**src/rtl/rc4_prga_engine.sv**
```systemverilog
// RC4 keystream generator and decryptor: walks the S-box held in an external
// single-port RAM, XORs each keystream byte with the ciphertext ROM and writes
// the plaintext RAM, optionally checking every byte against a lowercase/space
// alphabet and stopping at the first byte outside it.
module rc4_prga_engine #(
   parameter int unsigned MSG_LEN     = 32,
   parameter int unsigned MEM_LAT     = 2,
   parameter int unsigned CHECK_ASCII = 1,
   localparam int unsigned AW = (MSG_LEN > 1) ? $clog2(MSG_LEN) : 1
) (
   input  logic          clk,
   input  logic          rst,
   input  logic          start,
   output logic [7:0]    s_addr,
   output logic [7:0]    s_wdata,
   output logic          s_wren,
   input  logic [7:0]    s_rdata,
   output logic [AW-1:0] e_addr,
   input  logic [7:0]    e_rdata,
   output logic [AW-1:0] d_addr,
   output logic [7:0]    d_wdata,
   output logic          d_wren,
   output logic          busy,
   output logic          done,
   output logic          pass,
   output logic [AW-1:0] fail_idx
);

   localparam int unsigned CW = 3;

   typedef enum logic [3:0] {
      IDLE, RD_SI, WAIT_SI, RD_SJ, WAIT_SJ, WR_SI, WR_SJ,
      RD_F, WAIT_F, RD_E, WAIT_E, WR_D, NEXT, FINISH
   } state_t;

   state_t        state, state_n;
   logic [7:0]    i, i_n, j, j_n, si, si_n, sj, sj_n, kb, kb_n;
   logic [AW-1:0] k, k_n;
   logic          fail, fail_n;
   logic [CW-1:0] cnt, cnt_n;
   logic          last_wait;

   logic [7:0]    s_addr_n, s_wdata_n, d_wdata_n;
   logic          s_wren_n, d_wren_n, busy_n, done_n, pass_n;
   logic [AW-1:0] e_addr_n, d_addr_n, fail_idx_n;

   // Accepted output alphabet: space and lowercase letters.
   function automatic logic is_ascii(input logic [7:0] b);
      return (b == 8'h20) || ((b >= 8'h61) && (b <= 8'h7A));
   endfunction

   // Next-state and next-output logic; every output is the registered copy.
   always_comb begin
      state_n    = state;
      i_n        = i;
      j_n        = j;
      k_n        = k;
      si_n       = si;
      sj_n       = sj;
      kb_n       = kb;
      fail_n     = fail;
      cnt_n      = '0;
      s_addr_n   = s_addr;
      s_wdata_n  = s_wdata;
      s_wren_n   = 1'b0;
      e_addr_n   = e_addr;
      d_addr_n   = d_addr;
      d_wdata_n  = d_wdata;
      d_wren_n   = 1'b0;
      pass_n     = pass;
      fail_idx_n = fail_idx;
      last_wait  = (cnt == CW'(MEM_LAT - 1));

      unique case (state)
         IDLE: begin
            if (start) begin
               state_n    = RD_SI;
               i_n        = 8'd1;
               j_n        = 8'd0;
               k_n        = '0;
               fail_n     = 1'b0;
               pass_n     = 1'b0;
               fail_idx_n = '0;
            end
         end
         RD_SI: begin
            s_addr_n = i;
            state_n  = WAIT_SI;
         end
         WAIT_SI: begin
            if (last_wait) begin
               si_n    = s_rdata;
               state_n = RD_SJ;
            end else begin
               cnt_n = cnt + CW'(1);
            end
         end
         RD_SJ: begin
            j_n      = j + si;
            s_addr_n = j + si;
            state_n  = WAIT_SJ;
         end
         WAIT_SJ: begin
            if (last_wait) begin
               sj_n      = s_rdata;
               s_addr_n  = i;
               s_wdata_n = s_rdata;
               s_wren_n  = 1'b1;
               state_n   = WR_SI;
            end else begin
               cnt_n = cnt + CW'(1);
            end
         end
         WR_SI: begin
            s_addr_n  = j;
            s_wdata_n = si;
            s_wren_n  = 1'b1;
            state_n   = WR_SJ;
         end
         WR_SJ: begin
            state_n = RD_F;
         end
         RD_F: begin
            s_addr_n = si + sj;
            state_n  = WAIT_F;
         end
         WAIT_F: begin
            if (last_wait) begin
               kb_n    = s_rdata;
               state_n = RD_E;
            end else begin
               cnt_n = cnt + CW'(1);
            end
         end
         RD_E: begin
            e_addr_n = k;
            state_n  = WAIT_E;
         end
         WAIT_E: begin
            if (last_wait) begin
               d_addr_n  = k;
               d_wdata_n = kb ^ e_rdata;
               d_wren_n  = 1'b1;
               state_n   = WR_D;
            end else begin
               cnt_n = cnt + CW'(1);
            end
         end
         WR_D: begin
            if ((CHECK_ASCII != 0) && !is_ascii(d_wdata)) begin
               fail_n     = 1'b1;
               fail_idx_n = k;
            end
            state_n = NEXT;
         end
         NEXT: begin
            i_n = i + 8'd1;
            k_n = k + AW'(1);
            if (fail || (k == AW'(MSG_LEN - 1))) begin
               pass_n  = ~fail;
               state_n = FINISH;
            end else begin
               state_n = RD_SI;
            end
         end
         FINISH: begin
            state_n = IDLE;
         end
         default: begin
            state_n = IDLE;
         end
      endcase

      busy_n = (state_n != IDLE);
      done_n = (state_n == FINISH);
   end

   // State, datapath and output registers; reset clears everything at once.
   always_ff @(posedge clk or posedge rst) begin
      if (rst) begin
         state    <= IDLE;
         i        <= '0;
         j        <= '0;
         k        <= '0;
         si       <= '0;
         sj       <= '0;
         kb       <= '0;
         fail     <= 1'b0;
         cnt      <= '0;
         s_addr   <= '0;
         s_wdata  <= '0;
         s_wren   <= 1'b0;
         e_addr   <= '0;
         d_addr   <= '0;
         d_wdata  <= '0;
         d_wren   <= 1'b0;
         busy     <= 1'b0;
         done     <= 1'b0;
         pass     <= 1'b0;
         fail_idx <= '0;
      end else begin
         state    <= state_n;
         i        <= i_n;
         j        <= j_n;
         k        <= k_n;
         si       <= si_n;
         sj       <= sj_n;
         kb       <= kb_n;
         fail     <= fail_n;
         cnt      <= cnt_n;
         s_addr   <= s_addr_n;
         s_wdata  <= s_wdata_n;
         s_wren   <= s_wren_n;
         e_addr   <= e_addr_n;
         d_addr   <= d_addr_n;
         d_wdata  <= d_wdata_n;
         d_wren   <= d_wren_n;
         busy     <= busy_n;
         done     <= done_n;
         pass     <= pass_n;
         fail_idx <= fail_idx_n;
      end
   end

endmodule

```
**config.mk**
```make
export PLATFORM = sky130hd
export DESIGN_NAME = rc4_prga_engine
export DESIGN_NICKNAME = d
export VERILOG_FILES = /design/src/rtl/rc4_prga_engine.sv
export SDC_FILE = /design/constraint.sdc
export NUM_CORES = 1
export LEC_CHECK = 0
export BUFFER_PORTS_ARGS = -buffer_cell sky130_fd_sc_hd__clkbuf_2
export CORE_MARGIN = 3
export CORE_UTILIZATION = 60
export CTS_CLUSTER_SIZE = 30
export DETAILED_ROUTE_END_ITERATION = 8
export GPL_TIMING_DRIVEN = 0
export HOLD_SLACK_MARGIN = 0.06
export PLACE_DENSITY = 0.92
export SLEW_MARGIN = 20
export SYNTH_ARGS = -nofsm -noshare
export SYNTH_HDL_FRONTEND = slang
export SYNTH_SLANG_ARGS = --single-unit
```
**constraint.sdc**
```tcl
create_clock -name clk -period 6.6 [get_ports clk]
set_input_delay 0.66 -clock clk [delete_from_list [all_inputs] [get_ports clk]]
set_output_delay 0.66 -clock clk [all_outputs]
set_load 0.03 [all_outputs]
```
==> summary.md, run 1 <==
| Metric | Value |
|---|---|
| Avg Vias per Cell | `6.085` |
| Yosys reg bits | `97` |
| Total power | `2.958 mW` |
| Sequential share of power | `35.0%` |
| Vias | `4016` |
| Clock Skew | `0.02213 ns` |
| Chip width | `96.70 um` |
| Synth area leader | `dfrtp_1` |
| Post-route cell area | `5603 um^2` |
| Final hold slack | `0.2945 ns` |
| Status | `complete, no violations` |
| Max incr delay on CP | `0.47 ns` |
| Worst R2R Start | `si[0]$_DFFE_PP0P_` |
| Mapped Nets | `518` |
| Pint | `1.595 mW` |
| Clock network power share | `13.5%` |
| Grt total ovfl | `0` |
| Drt first pass iters | `5` |
| CP delay by family, top | `simple AND/OR/NAND/NOR gates` |
| Worst Tran Pin Value | `0.6230 ns` |
| CTS H-tree lvls | `3` |
| Final hold vios | `0` |
| Layout area overhead | `13.51%` |
| Std-Cell Rows | `32` |
| Ports | `63` |
| CP Data Required Time | `6.85 ns` |
| Post-CTS setup buffers | `0` |
| Hold Path Class | `input pin to asynchronous set/reset pin` |
| Reg2Reg Setup Slack | `4.42 ns` |
| Worst-path clk slew | `0.11 ns` |
| Peak Freq | `458.9 MHz` |
| Worst VDD drop | `0.3042 mV` |
| Crit-path max FO | `4` |
| All-Layer GR Usage | `26.12%` |
| Worst path cell trace | `ha_1, inv_1, fa_1, nand2b_1, a21oi_1, or4_1, a31oi_1, a21oi_1` |
| Place WS | `4.495 ns` |
| Residual DRC | `0` |
| Stages on the worst setup path | `8` |
| Initial antenna violation count | `0` |
| Final setup violation count | `0` |
| Slew Limit Fails | `0` |
| Seq/Total Area, Yosys | `49.18%` |
| Critical path buffers and inverters | `1` |
| CTS root buffer | `clkbuf_8` |
| TritonCTS Buffers | `9` |
| Avg Inst Size Synth | `10.28 um^2` |
| DIE AREA | `9351 um^2` |
| Most frequent cell after synthesis | `nand2_1` |
| Max Root-Sink Buffers | `2` |
| CP arrival | `2.43 ns` |
| Largest net degree at the start of global routing | `52` |
| Layout cells sized above 1 | `24.37%` |
| Power Density | `528.0 nW/um^2` |
| Crit Path Class | `flip-flop to flip-flop` |
| Total negative slack | `0 ns` |
| Most frequent CP cell | `a21oi_1` |
| GP Congestion | `0.9282` |
| Critical path's slowest cell | `or4_1` |
| Yosys warnings | `0` |
| Rel. slew slack | `58.27%` |
| Post-synth EDFFs | `0` |
| Post-CTS Hold Fix Bufs | `0` |
| Detail Route Antenna Nets | `0` |
| Sw Ratio | `46.08%` |
| Fin crit share | `33.02%` |
| Comb power frac | `51.5%` |
| Post-synth top area share | `49.18%` |
| Worst skew pair latency | `0.38 ns` |
| CTS tree | `yes` |
| Post-DP Area | `5406 um^2` |
| Core Region | `7848 um^2` |
| Synth Instances | `480` |
| Reg2Reg Capture Point | `s_addr[6]$_DFFE_PP0P_` |
| Synth top area cells | `dfrtp_1 (49%), nand2_1 (7.8%), ha_1 (4.3%)` |
| First-pass GRT wire length | `19740 um` |
| Fillers | `554` |
| Post-synth top cells | `nand2_1 (102), dfrtp_1 (97), nand3_1 (26)` |
| Detailed-route wire length per cell | `18.10 um` |
| Post-cts sizing count | `0` |
| Clk sinks | `97` |
| Detailed Place HPWL | `8542 um` |
| Initial Utilization | `62.90%` |
| Synthesized cell area | `4936 um^2` |
| Commonest register cell after synthesis | `dfrtp_1` |
| Inserted Diodes | `0` |
| Startpoint Class | `flip-flop` |
| IO buf count | `62` |
| Iter 0 DRT Violations | `398` |
| Switching power | `1.363 mW` |
| Post-synth ARST share | `100.0%` |
| Vias in the first global route | `4031` |
| LEAKAGE | `2.803 nW` |
| Routed wire length | `11950 um` |
| FF-to-FF path depth | `8` |
| Final worst setup slack | `4.421 ns` |
| Count of cell types in the netlist | `63` |
| Crit path capture type | `flip-flop` |
| RSZ-0062 raised after global routing | `no` |
| Layout Nets | `592` |
| Max-cap violations | `0` |
| Final Critical Period | `2.179 ns` |
| Die height | `96.70 um` |
## routing by layer
layer,global-route usage (%),vias to the layer above,part of all wire (%)
met2,42.25,172,50
li1,-,1841,-
met5,0,-,0
met1,33.57,1971,41
met4,11.99,0,3.1
met3,5.912,32,6.6
## final cells by class
type                       instances  area (um^2)  share of cell area [%]
inverter                          13        53.80                  0.9603
sequential                        97         2427                   43.32
tap                              102        127.6                   2.278
buffer                            17        101.3                   1.809
timing repair buffer              63        337.8                   6.029
clock buffer                       9        123.9                   2.211
multi-input combinational        353         2359                   42.09
clock inverter                     6        72.57                   1.295
## registers in the layout, indices dropped and copies added (netlist names), 3 cells and up
register / flops
d_addr: 5
e_addr: 5
state: 4
d_wdata: 8
j: 8
fail_idx: 5
k: 5
i: 8
s_wdata: 8
sj: 8
kb: 8
cnt: 3
s_addr: 8
si: 8
## cell families (layout without fill, tap and decap cells)
group,Yosys count,count (layout),synth area share [%]
AND/OR/NAND/NOR,194,194,19.65
flip-flops,97,97,49.18
adder cells (fa/ha/maj),19,19,5.120
AO/OA/AOI/OAI,89,89,12.04
buffers and inverters,30,108,3.042
XOR/XNOR,21,21,3.726
multiplexers,30,30,7.250
## worst max path at each step
| stage | start | endpoint |
|---|---|---|
| floorplan | rst | busy$_DFF_PP0_ |
| global placement | rst | j[3]$_DFFE_PP0P_ |
| global route | si[0]$_DFFE_PP0P_ | s_addr[6]$_DFFE_PP0P_ |
| finish | si[0]$_DFFE_PP0P_ | s_addr[6]$_DFFE_PP0P_ |
| detailed placement | si[4]$_DFFE_PP0P_ | s_addr[6]$_DFFE_PP0P_ |
| CTS | si[0]$_DFFE_PP0P_ | s_addr[6]$_DFFE_PP0P_ |
## cells in the final DEF (no fill, tap or decap), types with 4 or more instances in the layout
cell | Yosys | layout
buf_2 | 12 | 12
nor3_1 | 5 | 5
mux2_4 | 8 | 8
inv_6 | 0 | 5
inv_1 | 12 | 11
o31ai_1 | 4 | 4
dfrtp_1 | 97 | 97
ha_1 | 17 | 17
xnor2_1 | 15 | 15
nand2_1 | 102 | 102
and3_1 | 6 | 6
mux2i_1 | 8 | 8
nor2_1 | 16 | 16
a22oi_1 | 4 | 4
clkbuf_8 | 0 | 9
a21oi_1 | 11 | 11
nor2b_1 | 4 | 4
clkbuf_2 | 0 | 62
nand4_1 | 6 | 6
nand2b_1 | 4 | 4
xor2_1 | 6 | 6
nand3_1 | 26 | 26
o21ai_1 | 20 | 20
a21o_1 | 9 | 9
mux2_2 | 14 | 14
a221oi_1 | 5 | 5
o21ai_0 | 13 | 13
## power by group through the flow
stage	sequential, mW	clock, mW	combinational [mW]
final	1.04	0.399	1.52
after global routing	1.06	0.430	1.66
after CTS	1.03	0.402	1.52
after detailed placement	1.04	0	1.50
after global placement	1.02	0	1.43
after floorplan	1.20	0	0.924
## metrics by stage
| stage | utilization [%] | std cells |
|---|---|---|
| 2_1_floorplan | - | 480 |
| 3_3_place_gp | 68.48 | 644 |
| 3_5_place_dp | 68.89 | 645 |
| 4_1_cts | 71.40 | 660 |
| 5_1_grt | 71.40 | 660 |
| 6_report | 71.40 | 660 |
## worst reg2reg max path: stages, from the launching register on
cell and delay, ns:
dfrtp_1 0.44, ha_1 0.25, inv_1 0.08, fa_1 0.21, nand2b_1 0.14, a21oi_1 0.08
or4_1 0.47, a31oi_1 0.26, a21oi_1 0.11
(Power assumes the default switching activity.)
==> run 2, diff against run 1 <==
- CORE_UTILIZATION: 60 -> 52
- PLACE_DENSITY: 0.92 -> 0.86
- clock period: 6.6 -> 1.8 ns (I/O delays scaled with it)
==> run 2 against run 1 <==
Compared with the run above:
- the flow now finishes with violations (setup timing)
- sequential share of layout area shrank 3.4 points
- routed wire length grew 9.8%
- non-clock buffer count grew 24
- first-iteration DRC count up 31%
- largest cell class is now multi-input combinational cells
==> summary.md, run 2 (synthesis results as in run 1) <==
| Metric | Value |
|---|---|
| Most frequent CP cell | `a21oi_2` |
| Rel. slew slack | `62.08%` |
| Worst VDD drop | `0.8793 mV` |
| Startpoint Class | `flip-flop` |
| Peak Freq | `489.6 MHz` |
| Status | `finished, violations left` |
| Post-route cell area | `6093 um^2` |
| All-Layer GR Usage | `23.02%` |
| HP Start | `e_rdata[1]` |
| Max-cap violations | `0` |
| CTS root buffer | `clkbuf_8` |
| Crit path capture type | `flip-flop` |
| DIE AREA | `10700 um^2` |
| Layout area overhead | `23.45%` |
| Final hold vios | `0` |
| Worst skew pair latency | `0.38 ns` |
| Hold Path Class | `input pin to flip-flop` |
| Most frequent cells in the layout | `nand2_1 (102), dfrtp_1 (93), clkbuf_2 (63)` |
| CP delay by family, top | `compound AO/OA/AOI/OAI gates` |
| Critical path buffers and inverters | `1` |
| Drt first pass iters | `6` |
| Std-Cell Rows | `34` |
| Grt total ovfl | `0` |
| Final setup violation count | `8` |
| Detailed-route wire length per cell | `18.51 um` |
| Hold Path Sink | `d_wdata[1]$_DFFE_PP0P_` |
| Post-DP Area | `5493 um^2` |
| Final Critical Period | `2.043 ns` |
| RSZ-0062 raised after global routing | `yes` |
| Vias in the first global route | `3920` |
| Post-Route Utilization | `67.88%` |
| Worst R2R Start | `si[0]$_DFFE_PP0P_` |
| Clock Skew | `0.01737 ns` |
| Vias | `4321` |
| Max Root-Sink Buffers | `2` |
| Ports | `63` |
| Final worst setup slack | `-0.2427 ns` |
| Crit. Startpoint | `si[0]$_DFFE_PP0P_` |
| Hold Crit Depth | `3` |
| Worst-path clk slew | `0.11 ns` |
| Iter 0 DRT Violations | `522` |
| Chip width | `103.4 um` |
| Initial antenna violation count | `0` |
| TritonCTS Buffers | `9` |
| Worst Tran Pin Value | `0.5640 ns` |
| Initial Utilization | `54.99%` |
| Reg2Reg Capture Point | `s_addr[6]$_DFFE_PP0P_` |
| Detailed Place HPWL | `8298 um` |
| LEAKAGE | `2.955 nW` |
| Reg2Reg Setup Slack | `-0.24 ns` |
| CTS tree | `yes` |
| Final hold slack | `0.06719 ns` |
| Power Density | `1977 nW/um^2` |
| Total negative slack | `-0.8811 ns` |
| Inserted Diodes | `0` |
| Layout cells sized above 1 | `35.16%` |
| Fin crit share | `113.5%` |
| Clk sinks | `97` |
| CTS H-tree lvls | `3` |
| Slew Limit Fails | `0` |
| Avg Vias per Cell | `6.094` |
| Routed wire length | `13120 um` |
| CP Data Required Time | `2.10 ns` |
| Failing checks | `setup timing` |
| Detail Route Antenna Nets | `0` |
| Worst path cell trace | `ha_2, inv_2, fa_2, nand2b_4, a21oi_2, o31ai_1, a31oi_4, a21oi_2` |
| First-pass GRT wire length | `19120 um` |
| Most common cell after layout, fill and taps aside | `nand2_1` |
| Critical path's slowest cell | `o31ai_1` |
| Residual DRC | `0` |
| FF-to-FF path depth | `8` |
| Core Region | `8976 um^2` |
| Crit Path Class | `flip-flop to flip-flop` |
| Layout Nets | `616` |
| Total power | `12.04 mW` |
| IO buf count | `62` |
| Largest net degree at the start of global routing | `37` |
| GP Congestion | `0.8738` |
| Max incr delay on CP | `0.51 ns` |
| Die height | `103.4 um` |
| CP arrival | `2.34 ns` |
| Crit-path max FO | `3` |
==> run 2: changes by cell type in the layout (fill, tap and decap cells not counted), moves of 5 or more <==
cell	before	now
a21oi_1	11	6
ha_2	0	5
buf_4	2	20
ha_1	17	7
ha_4	0	5
==> run 2: worst register-to-register path: cells and delay by family (launching register included) <==
kind / cells / cell delay [ns]
AO/OA/AOI/OAI: 4 / 0.90
flip-flops: 1 / 0.44
adder cells (fa/ha/maj): 2 / 0.43
AND/OR/NAND/NOR: 1 / 0.14
buffers and inverters: 1 / 0.06
==> run 2: layout make-up <==
cell class | count | area [um^2]
fill | 605 | 2883
multi-input combinational | 353 | 2587
sequential | 97 | 2432
timing repair buffer | 87 | 555.5
tap | 126 | 157.7
clock buffer | 10 | 137.6
buffer | 17 | 112.6
clock inverter | 6 | 57.56
inverter | 13 | 52.55
==> run 2: worst max-delay path by stage <==
stage	slack, ns	endpoint	depth (start not counted)
floorplan	0.02	s_addr[6]$_DFFE_PP0P_	8
global placement	-0.19	s_addr[6]$_DFFE_PP0P_	8
detailed placement	-0.20	s_addr[6]$_DFFE_PP0P_	8
CTS	-0.23	s_addr[6]$_DFFE_PP0P_	8
global route	-0.29	s_addr[6]$_DFFE_PP0P_	7
finish	-0.24	s_addr[6]$_DFFE_PP0P_	8
==> run 2: per-stage QoR <==
| stage | instances | setup WS, ns |
|---|---|---|
| 2_1_floorplan | 480 | 0.01763 |
| 3_3_place_gp | 668 | -0.1924 |
| 3_5_place_dp | 671 | -0.2029 |
| 4_1_cts | 694 | -0.2260 |
| 5_1_grt | 709 | -0.2898 |
| 6_report | 709 | -0.2427 |
==> run 2: timing repair <==
action | 4_1_cts | 5_1_grt
hold buffers | 2 | 0
pin swaps | 10 | 32
hold endpoints to repair | 13 | 0
buffers inserted | 5 | 15
setup endpoints to repair | 11 | 33
resized for setup | 20 | 35
==> run 2: routing by layer <==
metal / vias to the layer above / routed length, um / global-route usage, %
met5: - / 0 / 0
met4: 0 / 620 / 8.964
li1: 1892 / - / -
met1: 2102 / 5182 / 31.17
met2: 265 / 6310 / 36.27
met3: 62 / 1009 / 4.963
==> run 2: where the power goes <==
| group | total [mW] | switching (mW) | internal, mW |
|---|---|---|---|
| clock | 1.43 | 0.849 | 0.578 |
| sequential | 3.81 | 0.768 | 3.05 |
| combinational | 6.80 | 3.96 | 2.84 |
| total | 12.0 | 5.58 | 6.46 |
